--- src/rtl/sifive_dcsr_pkg.sv ---
// Shared types for the dcsr controller: field layout, debug-entry causes,
// controller states and privilege encodings.
package sifive_dcsr_pkg;

   localparam logic [1:0] PRV_U = 2'd0;
   localparam logic [1:0] PRV_S = 2'd1;
   localparam logic [1:0] PRV_H = 2'd2;   // reserved encoding, never stored
   localparam logic [1:0] PRV_M = 2'd3;

   typedef enum logic [2:0] {
      CAUSE_NONE      = 3'd0,
      CAUSE_EBREAK    = 3'd1,
      CAUSE_TRIGGER   = 3'd2,
      CAUSE_HALTREQ   = 3'd3,
      CAUSE_STEP      = 3'd4,
      CAUSE_RESETHALT = 3'd5
   } cause_e;

   typedef enum logic [1:0] {
      ST_RUN        = 2'd0,
      ST_STEP_ARMED = 2'd1,
      ST_STEP_PEND  = 2'd2,
      ST_HALTED     = 2'd3
   } state_e;

   typedef struct packed {
      logic [1:0]  xdebugver;
      logic [1:0]  zero4;
      logic [11:0] zero3;
      logic        ebreakm;
      logic        ebreakh;
      logic        ebreaks;
      logic        ebreaku;
      logic        zero2;
      logic        stopcycle;
      logic        stoptime;
      logic [2:0]  cause;
      logic [2:0]  zero1;
      logic        step;
      logic [1:0]  prv;
   } dcsr_t;

   // An ebreak only enters debug when the ebreak bit for the current privilege is set.
   function automatic logic ebreak_enabled(input logic [1:0] prv,
                                           input logic       em,
                                           input logic       es,
                                           input logic       eu);
      logic en;
      case (prv)
         PRV_M:   en = em;
         PRV_S:   en = es;
         PRV_U:   en = eu;
         default: en = 1'b0;
      endcase
      return en;
   endfunction

endpackage

--- src/rtl/sifive_dcsr_cause_arb.sv ---
// Combinational qualification and priority selection of debug-entry causes.
// Priority: trigger > ebreak > resethaltreq > haltreq > completed single step.
module sifive_dcsr_cause_arb
   import sifive_dcsr_pkg::*;
(
   input  logic [1:0] cur_prv,
   input  logic       halted,
   input  logic       step_pend,
   input  logic       ev_trigger,
   input  logic       ev_ebreak,
   input  logic       ev_haltreq,
   input  logic       ev_resethaltreq,
   input  logic       ebreakm,
   input  logic       ebreaks,
   input  logic       ebreaku,
   output logic       enter,
   output logic [2:0] cause
);

   logic ebreak_q;

   assign ebreak_q = ev_ebreak & ebreak_enabled(cur_prv, ebreakm, ebreaks, ebreaku);

   // Pick the highest-priority entry cause; nothing enters while already halted.
   always_comb begin
      enter = 1'b0;
      cause = CAUSE_NONE;
      if (halted) begin
         enter = 1'b0;
         cause = CAUSE_NONE;
      end else if (ev_trigger) begin
         enter = 1'b1;
         cause = CAUSE_TRIGGER;
      end else if (ebreak_q) begin
         enter = 1'b1;
         cause = CAUSE_EBREAK;
      end else if (ev_resethaltreq) begin
         enter = 1'b1;
         cause = CAUSE_RESETHALT;
      end else if (ev_haltreq) begin
         enter = 1'b1;
         cause = CAUSE_HALTREQ;
      end else if (step_pend) begin
         enter = 1'b1;
         cause = CAUSE_STEP;
      end else begin
         enter = 1'b0;
         cause = CAUSE_NONE;
      end
   end

endmodule

--- src/rtl/sifive_dcsr_ctrl.sv ---
// dcsr owner for one hart: debug entry, dret exit, single-step sequencing and
// the flat dcsr field bus. Optional build macro SIFIVE_DCSR_STOPCOUNT_EN makes
// stoptime/stopcycle writable; without it both fields are constant zero.
module sifive_dcsr_ctrl
   import sifive_dcsr_pkg::*;
#(
   parameter logic [1:0] XDEBUGVER = 2'd1
)(
   input  logic        clock,
   input  logic        reset_n,
   input  logic [1:0]  cur_prv,
   input  logic        ev_trigger,
   input  logic        ev_ebreak,
   input  logic        ev_haltreq,
   input  logic        ev_resethaltreq,
   input  logic        insn_retire,
   input  logic        dret_valid,
   input  logic        csr_wen,
   input  logic [31:0] csr_wdata,
   output logic [31:0] csr_rdata,
   output logic        enter_debug,
   output logic        debug_mode,
   output logic [1:0]  ret_prv,
   output logic        stop_time,
   output logic        stop_cycle,
   output logic [1:0]  dcsr_prv,
   output logic        dcsr_step,
   output logic [2:0]  dcsr_cause,
   output logic        dcsr_stoptime,
   output logic        dcsr_stopcycle,
   output logic        dcsr_ebreaku,
   output logic        dcsr_ebreaks,
   output logic        dcsr_ebreakh,
   output logic        dcsr_ebreakm,
   output logic [1:0]  dcsr_xdebugver
);

   state_e     state_r, state_nxt;
   logic [1:0] prv_r, prv_nxt, prv_wr_s;
   logic       step_r, step_nxt;
   logic [2:0] cause_r, cause_nxt;
   logic       ebreakm_r, ebreakh_r, ebreaks_r, ebreaku_r;
   logic       ebreakm_nxt, ebreakh_nxt, ebreaks_nxt, ebreaku_nxt;
   logic       stoptime_r, stopcycle_r;
   logic       halted_s, step_pend_s, wr_s, enter_s;
   logic [2:0] arb_cause_s;
   logic       unused_s;
   dcsr_t      dcsr_s;

   assign halted_s    = (state_r == ST_HALTED);
   assign step_pend_s = (state_r == ST_STEP_PEND);
   assign wr_s        = csr_wen & halted_s;
   // The reserved privilege encoding is dropped so prv always holds a legal mode.
   assign prv_wr_s    = (csr_wdata[1:0] != PRV_H) ? csr_wdata[1:0] : prv_r;

   sifive_dcsr_cause_arb u_arb (
      .cur_prv         (cur_prv),
      .halted          (halted_s),
      .step_pend       (step_pend_s),
      .ev_trigger      (ev_trigger),
      .ev_ebreak       (ev_ebreak),
      .ev_haltreq      (ev_haltreq),
      .ev_resethaltreq (ev_resethaltreq),
      .ebreakm         (ebreakm_r),
      .ebreaks         (ebreaks_r),
      .ebreaku         (ebreaku_r),
      .enter           (enter_s),
      .cause           (arb_cause_s)
   );

   // Next values of the architectural fields: entry latches cause/prv, halted writes update the rest.
   always_comb begin
      prv_nxt     = prv_r;
      step_nxt    = step_r;
      cause_nxt   = cause_r;
      ebreakm_nxt = ebreakm_r;
      ebreakh_nxt = ebreakh_r;
      ebreaks_nxt = ebreaks_r;
      ebreaku_nxt = ebreaku_r;
      if (enter_s) begin
         cause_nxt = arb_cause_s;
         prv_nxt   = cur_prv;
      end else if (wr_s) begin
         prv_nxt     = prv_wr_s;
         step_nxt    = csr_wdata[2];
         ebreaku_nxt = csr_wdata[12];
         ebreaks_nxt = csr_wdata[13];
         ebreakh_nxt = csr_wdata[14];
         ebreakm_nxt = csr_wdata[15];
      end else begin
         prv_nxt  = prv_r;
         step_nxt = step_r;
      end
   end

   // Controller state sequencing; a same-cycle write decides the dret target through step_nxt.
   always_comb begin
      state_nxt = state_r;
      if (enter_s) begin
         state_nxt = ST_HALTED;
      end else begin
         case (state_r)
            ST_HALTED: begin
               if (dret_valid) begin
                  state_nxt = step_nxt ? ST_STEP_ARMED : ST_RUN;
               end else begin
                  state_nxt = ST_HALTED;
               end
            end
            ST_STEP_ARMED: begin
               if (insn_retire) begin
                  state_nxt = ST_STEP_PEND;
               end else begin
                  state_nxt = ST_STEP_ARMED;
               end
            end
            ST_STEP_PEND: state_nxt = ST_STEP_PEND;  // arbiter always enters from here
            ST_RUN:       state_nxt = ST_RUN;
            default:      state_nxt = ST_RUN;
         endcase
      end
   end

   // Controller state register.
   always_ff @(posedge clock or negedge reset_n) begin
      if (!reset_n) begin
         state_r <= ST_RUN;
      end else begin
         state_r <= state_nxt;
      end
   end

   // Architectural dcsr field registers.
   always_ff @(posedge clock or negedge reset_n) begin
      if (!reset_n) begin
         prv_r     <= PRV_M;
         step_r    <= 1'b0;
         cause_r   <= CAUSE_NONE;
         ebreakm_r <= 1'b0;
         ebreakh_r <= 1'b0;
         ebreaks_r <= 1'b0;
         ebreaku_r <= 1'b0;
      end else begin
         prv_r     <= prv_nxt;
         step_r    <= step_nxt;
         cause_r   <= cause_nxt;
         ebreakm_r <= ebreakm_nxt;
         ebreakh_r <= ebreakh_nxt;
         ebreaks_r <= ebreaks_nxt;
         ebreaku_r <= ebreaku_nxt;
      end
   end

`ifdef SIFIVE_DCSR_STOPCOUNT_EN
   // Stop-count control bits, writable only while halted.
   always_ff @(posedge clock or negedge reset_n) begin
      if (!reset_n) begin
         stoptime_r  <= 1'b0;
         stopcycle_r <= 1'b0;
      end else if (wr_s) begin
         stoptime_r  <= csr_wdata[9];
         stopcycle_r <= csr_wdata[10];
      end else begin
         stoptime_r  <= stoptime_r;
         stopcycle_r <= stopcycle_r;
      end
   end
   assign unused_s = ^{csr_wdata[31:16], csr_wdata[11], csr_wdata[8:3]};
`else
   assign stoptime_r  = 1'b0;
   assign stopcycle_r = 1'b0;
   assign unused_s    = ^{csr_wdata[31:16], csr_wdata[11:3]};
`endif

   // Pack the architectural view; reserved fields read as zero.
   always_comb begin
      dcsr_s           = dcsr_t'(32'd0);
      dcsr_s.xdebugver = XDEBUGVER;
      dcsr_s.ebreakm   = ebreakm_r;
      dcsr_s.ebreakh   = ebreakh_r;
      dcsr_s.ebreaks   = ebreaks_r;
      dcsr_s.ebreaku   = ebreaku_r;
      dcsr_s.stopcycle = stopcycle_r;
      dcsr_s.stoptime  = stoptime_r;
      dcsr_s.cause     = cause_r;
      dcsr_s.step      = step_r;
      dcsr_s.prv       = prv_r;
   end

   assign csr_rdata      = dcsr_s;
   assign enter_debug    = enter_s;
   assign debug_mode     = halted_s;
   // A write in the dret cycle already supplies the privilege to return to.
   assign ret_prv        = wr_s ? prv_wr_s : prv_r;
   assign stop_time      = halted_s & stoptime_r;
   assign stop_cycle     = halted_s & stopcycle_r;
   assign dcsr_prv       = prv_r;
   assign dcsr_step      = step_r;
   assign dcsr_cause     = cause_r;
   assign dcsr_stoptime  = stoptime_r;
   assign dcsr_stopcycle = stopcycle_r;
   assign dcsr_ebreaku   = ebreaku_r;
   assign dcsr_ebreaks   = ebreaks_r;
   assign dcsr_ebreakh   = ebreakh_r;
   assign dcsr_ebreakm   = ebreakm_r;
   assign dcsr_xdebugver = XDEBUGVER;

endmodule
--- config.mk ---
export PLATFORM = sky130hd
export DESIGN_NAME = sifive_dcsr_ctrl
export DESIGN_NICKNAME = d
export VERILOG_FILES = /design/src/rtl/sifive_dcsr_pkg.sv /design/src/rtl/sifive_dcsr_cause_arb.sv /design/src/rtl/sifive_dcsr_ctrl.sv
export SDC_FILE = /design/constraint.sdc
export NUM_CORES = 1
export LEC_CHECK = 0
export CAP_MARGIN = 20
export CORE_MARGIN = 4
export CORE_UTILIZATION = 31
export CTS_CLUSTER_SIZE = 16
export DETAILED_ROUTE_END_ITERATION = 8
export PLACE_DENSITY = 0.89
export SYNTH_ARGS = -nofsm -noshare
export SYNTH_HDL_FRONTEND = slang
export SYNTH_HIERARCHICAL = 1
export SYNTH_SLANG_ARGS = --single-unit
--- constraint.sdc ---
create_clock -name clock -period 6.1 [get_ports clock]
set_input_delay 1.22 -clock clock [delete_from_list [all_inputs] [get_ports clock]]
set_output_delay 1.22 -clock clock [all_outputs]
set_load 0.005 [all_outputs]
==> results.toml <==
[cts]
cts_sinks = 12
clkLatencyLatePin_ns = 0.28
path_clk_slew_ns = 0.07
clock-root-buffer = "clkbuf_4"
htreeDepth = 1
cts_resized = 0
ctsHoldBuffers = 0
cts_max_path_buffers = 2
postCtsSetupBuffers = 0
cts_tree = "built"
cts_buffers = 3

[timing]
drv_slew = 0
final.period_utilization_pct = 72.2
worst_pin_slew_ns = 0.520
finClkSkew_ns = 0.00375
setup_slack_ns = 1.70
finalSetupViolations = 0
relSlewSlack_pct = 65.2
grt_setup_unrepaired = "false"
finalHoldViolCount = 0
fin_crit_ns = 4.40
max_freq_mhz = 227
fin_setup_tns_ns = 0

[cells_and_area]
layout_common_cells = "41 x clkdlybuf4s50_1, 28 x conb_1, 10 x dfrtp_1, 8 x mux2_2, 4 x o21ai_0"
antennaDiodeCount = 0
nFillCells = 271
fin_nets = 172
final_common_cell = "clkdlybuf4s50_1"
syn_to_final_growth_pct = 31.3
drive_above_1_share_pct = 14.8
final_cells = 159

[setup_path]
crit_buf_inv = 2
cp-startpoint = "cur_prv[0]"
slowest_delay_ns = 0.57
cp_top_family = "buffers and inverters"
worstSetupPathType = "in -> out"
worstReg2RegStart = "dcsr_ebreakm"
r2r-end = "state_r[0]"
crit_arrival_ns = 3.18
end_kind = "output port"
crit_fanout = 10
reg2reg_slack_ns = 3.88
reg2reg_depth = 6
slowest_stage = "clkdlybuf4s50_1"
cp.depth = 5
critical_path_required_ns = 4.88
endpoint = "enter_debug"
crit_chain = "clkdlybuf4s50_1, mux2i_2, o21ai_2, o41a_1, clkdlybuf4s50_1"
crit_path_frequent_cell = "clkdlybuf4s50_1"
start_kind = "primary input"

[global_route]
grt.total_usage_pct = 9.63
overflow = 0
grt_pass1_wl_um = 2960
grt_pass1_vias = 615
grt_max_degree = 13
antenna_found_initial = 0

[worst_hold_path]
min_path_type = "reg -> reg"
min_from = "dcsr_ebreakh"

[drt]
vias = 686
wire_per_inst_um = 12.5
drt_iter0_markers = 19
viasPerCell = 4.31
postRouteWirelength_um = 1990
ant_nets = 0
drc_errors = 0
dr.pass1.iters = 2

[floorplanning]
die_w_um = 62.9
initial_core_util_pct = 33.1
dieHeight_um = 62.9
core_um2 = 2830
num_rows = 19
dieArea_um2 = 3960
io_pins = 95

[place]
numPortBuffers = 41
hpwlAfterDp_um = 1620
place_inst = 155
dp_slack_ns = 1.69
gp_congestion = 0.763

[logic_synthesis]
ys_seq_area_share_pct = 32.4
synth.avg_cell_area_um2 = 9.75
synth-seq-cells = 12
synth_cells = 96
synth_top_cell_area_share_pct = 30.5
synth_area_leader_cell = "buf_4"
ys_warn_count = 6
yosysUniqueCellTypes = 28
synthTopCellsByArea = "buf_4 30%, dfrtp_1 27%, mux2_2 9.6%, dfstp_2 5.6%, nand4b_4 2.5%"
netlist_area_um2 = 936

[pwr]
cellLeakagePower_nw = 0.542
powerDensity_nw_per_um2 = 435
worst_ir_drop_vdd_v = 0.000155

[flow_run]
cap_viol_max_count = 0

[status]
status = "finished, final reports clean"
==> per-stage QoR <==
stage,hold slack [ns],cell area [µm²],utilization (%),total power [mW]
final,0.543,1230,43.4,0.535
after global routing,0.573,1230,43.4,0.574
after CTS,0.543,1230,43.4,0.542
after detailed placement,0.526,1190,42.1,0.475
after global placement,0.519,1190,42.1,0.467
after floorplan,0.528,1030,-,0.340
==> sequential cells by signal, summed over array words and instances (netlist names) <==
signal        count
dcsr_prv          2
dcsr_ebreaks      1
dcsr_step         1
dcsr_cause        3
dcsr_ebreakh      1
state_r           2
dcsr_ebreakm      1
dcsr_ebreaku      1
==> routing by layer <==
metal  part of all wire [%]  global-route usage [%]  vias to the layer above
met2                     51                    15.3                       38
li1                       -                       -                      326
met5                      0                       0                        -
met1                     38                    11.2                      317
met4                    2.1                    5.79                        0
met3                    8.9                    3.06                        5
==> worst min path at each step <==
stage	end	slack (ns)	cells after the start
after floorplan	dcsr_ebreakh	0.53	1
after global placement	dcsr_cause[2]	0.52	1
after detailed placement	dcsr_ebreakh	0.53	1
after CTS	dcsr_ebreakh	0.54	1
after global routing	dcsr_ebreakh	0.57	1
final	dcsr_ebreakh	0.54	1
==> area by class of cell <==
type | instances | area, µm² | share of cell area (%)
Clock buffer | 4 | 36.3 | 2.95
Inverter | 3 | 11.3 | 0.916
Multi-Input combinational cell | 68 | 429 | 34.9
Sequential cell | 12 | 303 | 24.6
Tap cell | 31 | 38.8 | 3.16
Timing Repair Buffer | 41 | 410 | 33.4
==> worst register-to-register path: stages (launching register included) <==
cell	delay (ns)
dfrtp_1	0.42
a41oi_1	0.24
o21ai_2	0.10
o41a_1	0.48
nand4b_4	0.29
mux2_4	0.35
o221a_1	0.23
==> cells in the mapped netlist (all sizes together) <==
cell type	n
o21a	1
a21oi	2
o2bb2ai	1
o21ai	5
dfstp	2
mux2	9
nand2	3
and3	1
and2	1
a41oi	1
nand4	1
nand4b	1
mux2i	1
conb	2
buf	39
nand3	2
o31ai	1
o41a	1
o221a	1
nor2b	3
inv	3
and4b	1
dfrtp	10
nor2	3
nand2b	1
==> kinds of logic after synthesis <==
| group | share of synthesized area [%] |
|---|---|
| other cells | 0.802 |
| mux | 12.7 |
| buf+inv | 32.2 |
| flops | 32.4 |
| compound gates | 10.0 |
| simple gates | 11.9 |
==> power by group <==
| part | internal (mW) | switching (mW) | leakage, nW |
|---|---|---|---|
| clock | 0.0363 | 0.0272 | 0.0210 |
| sequential | 0.121 | 0.0401 | 0.140 |
| combinational | 0.204 | 0.106 | 0.381 |
| total | 0.361 | 0.174 | 0.542 |
(Power assumes the default switching activity.)
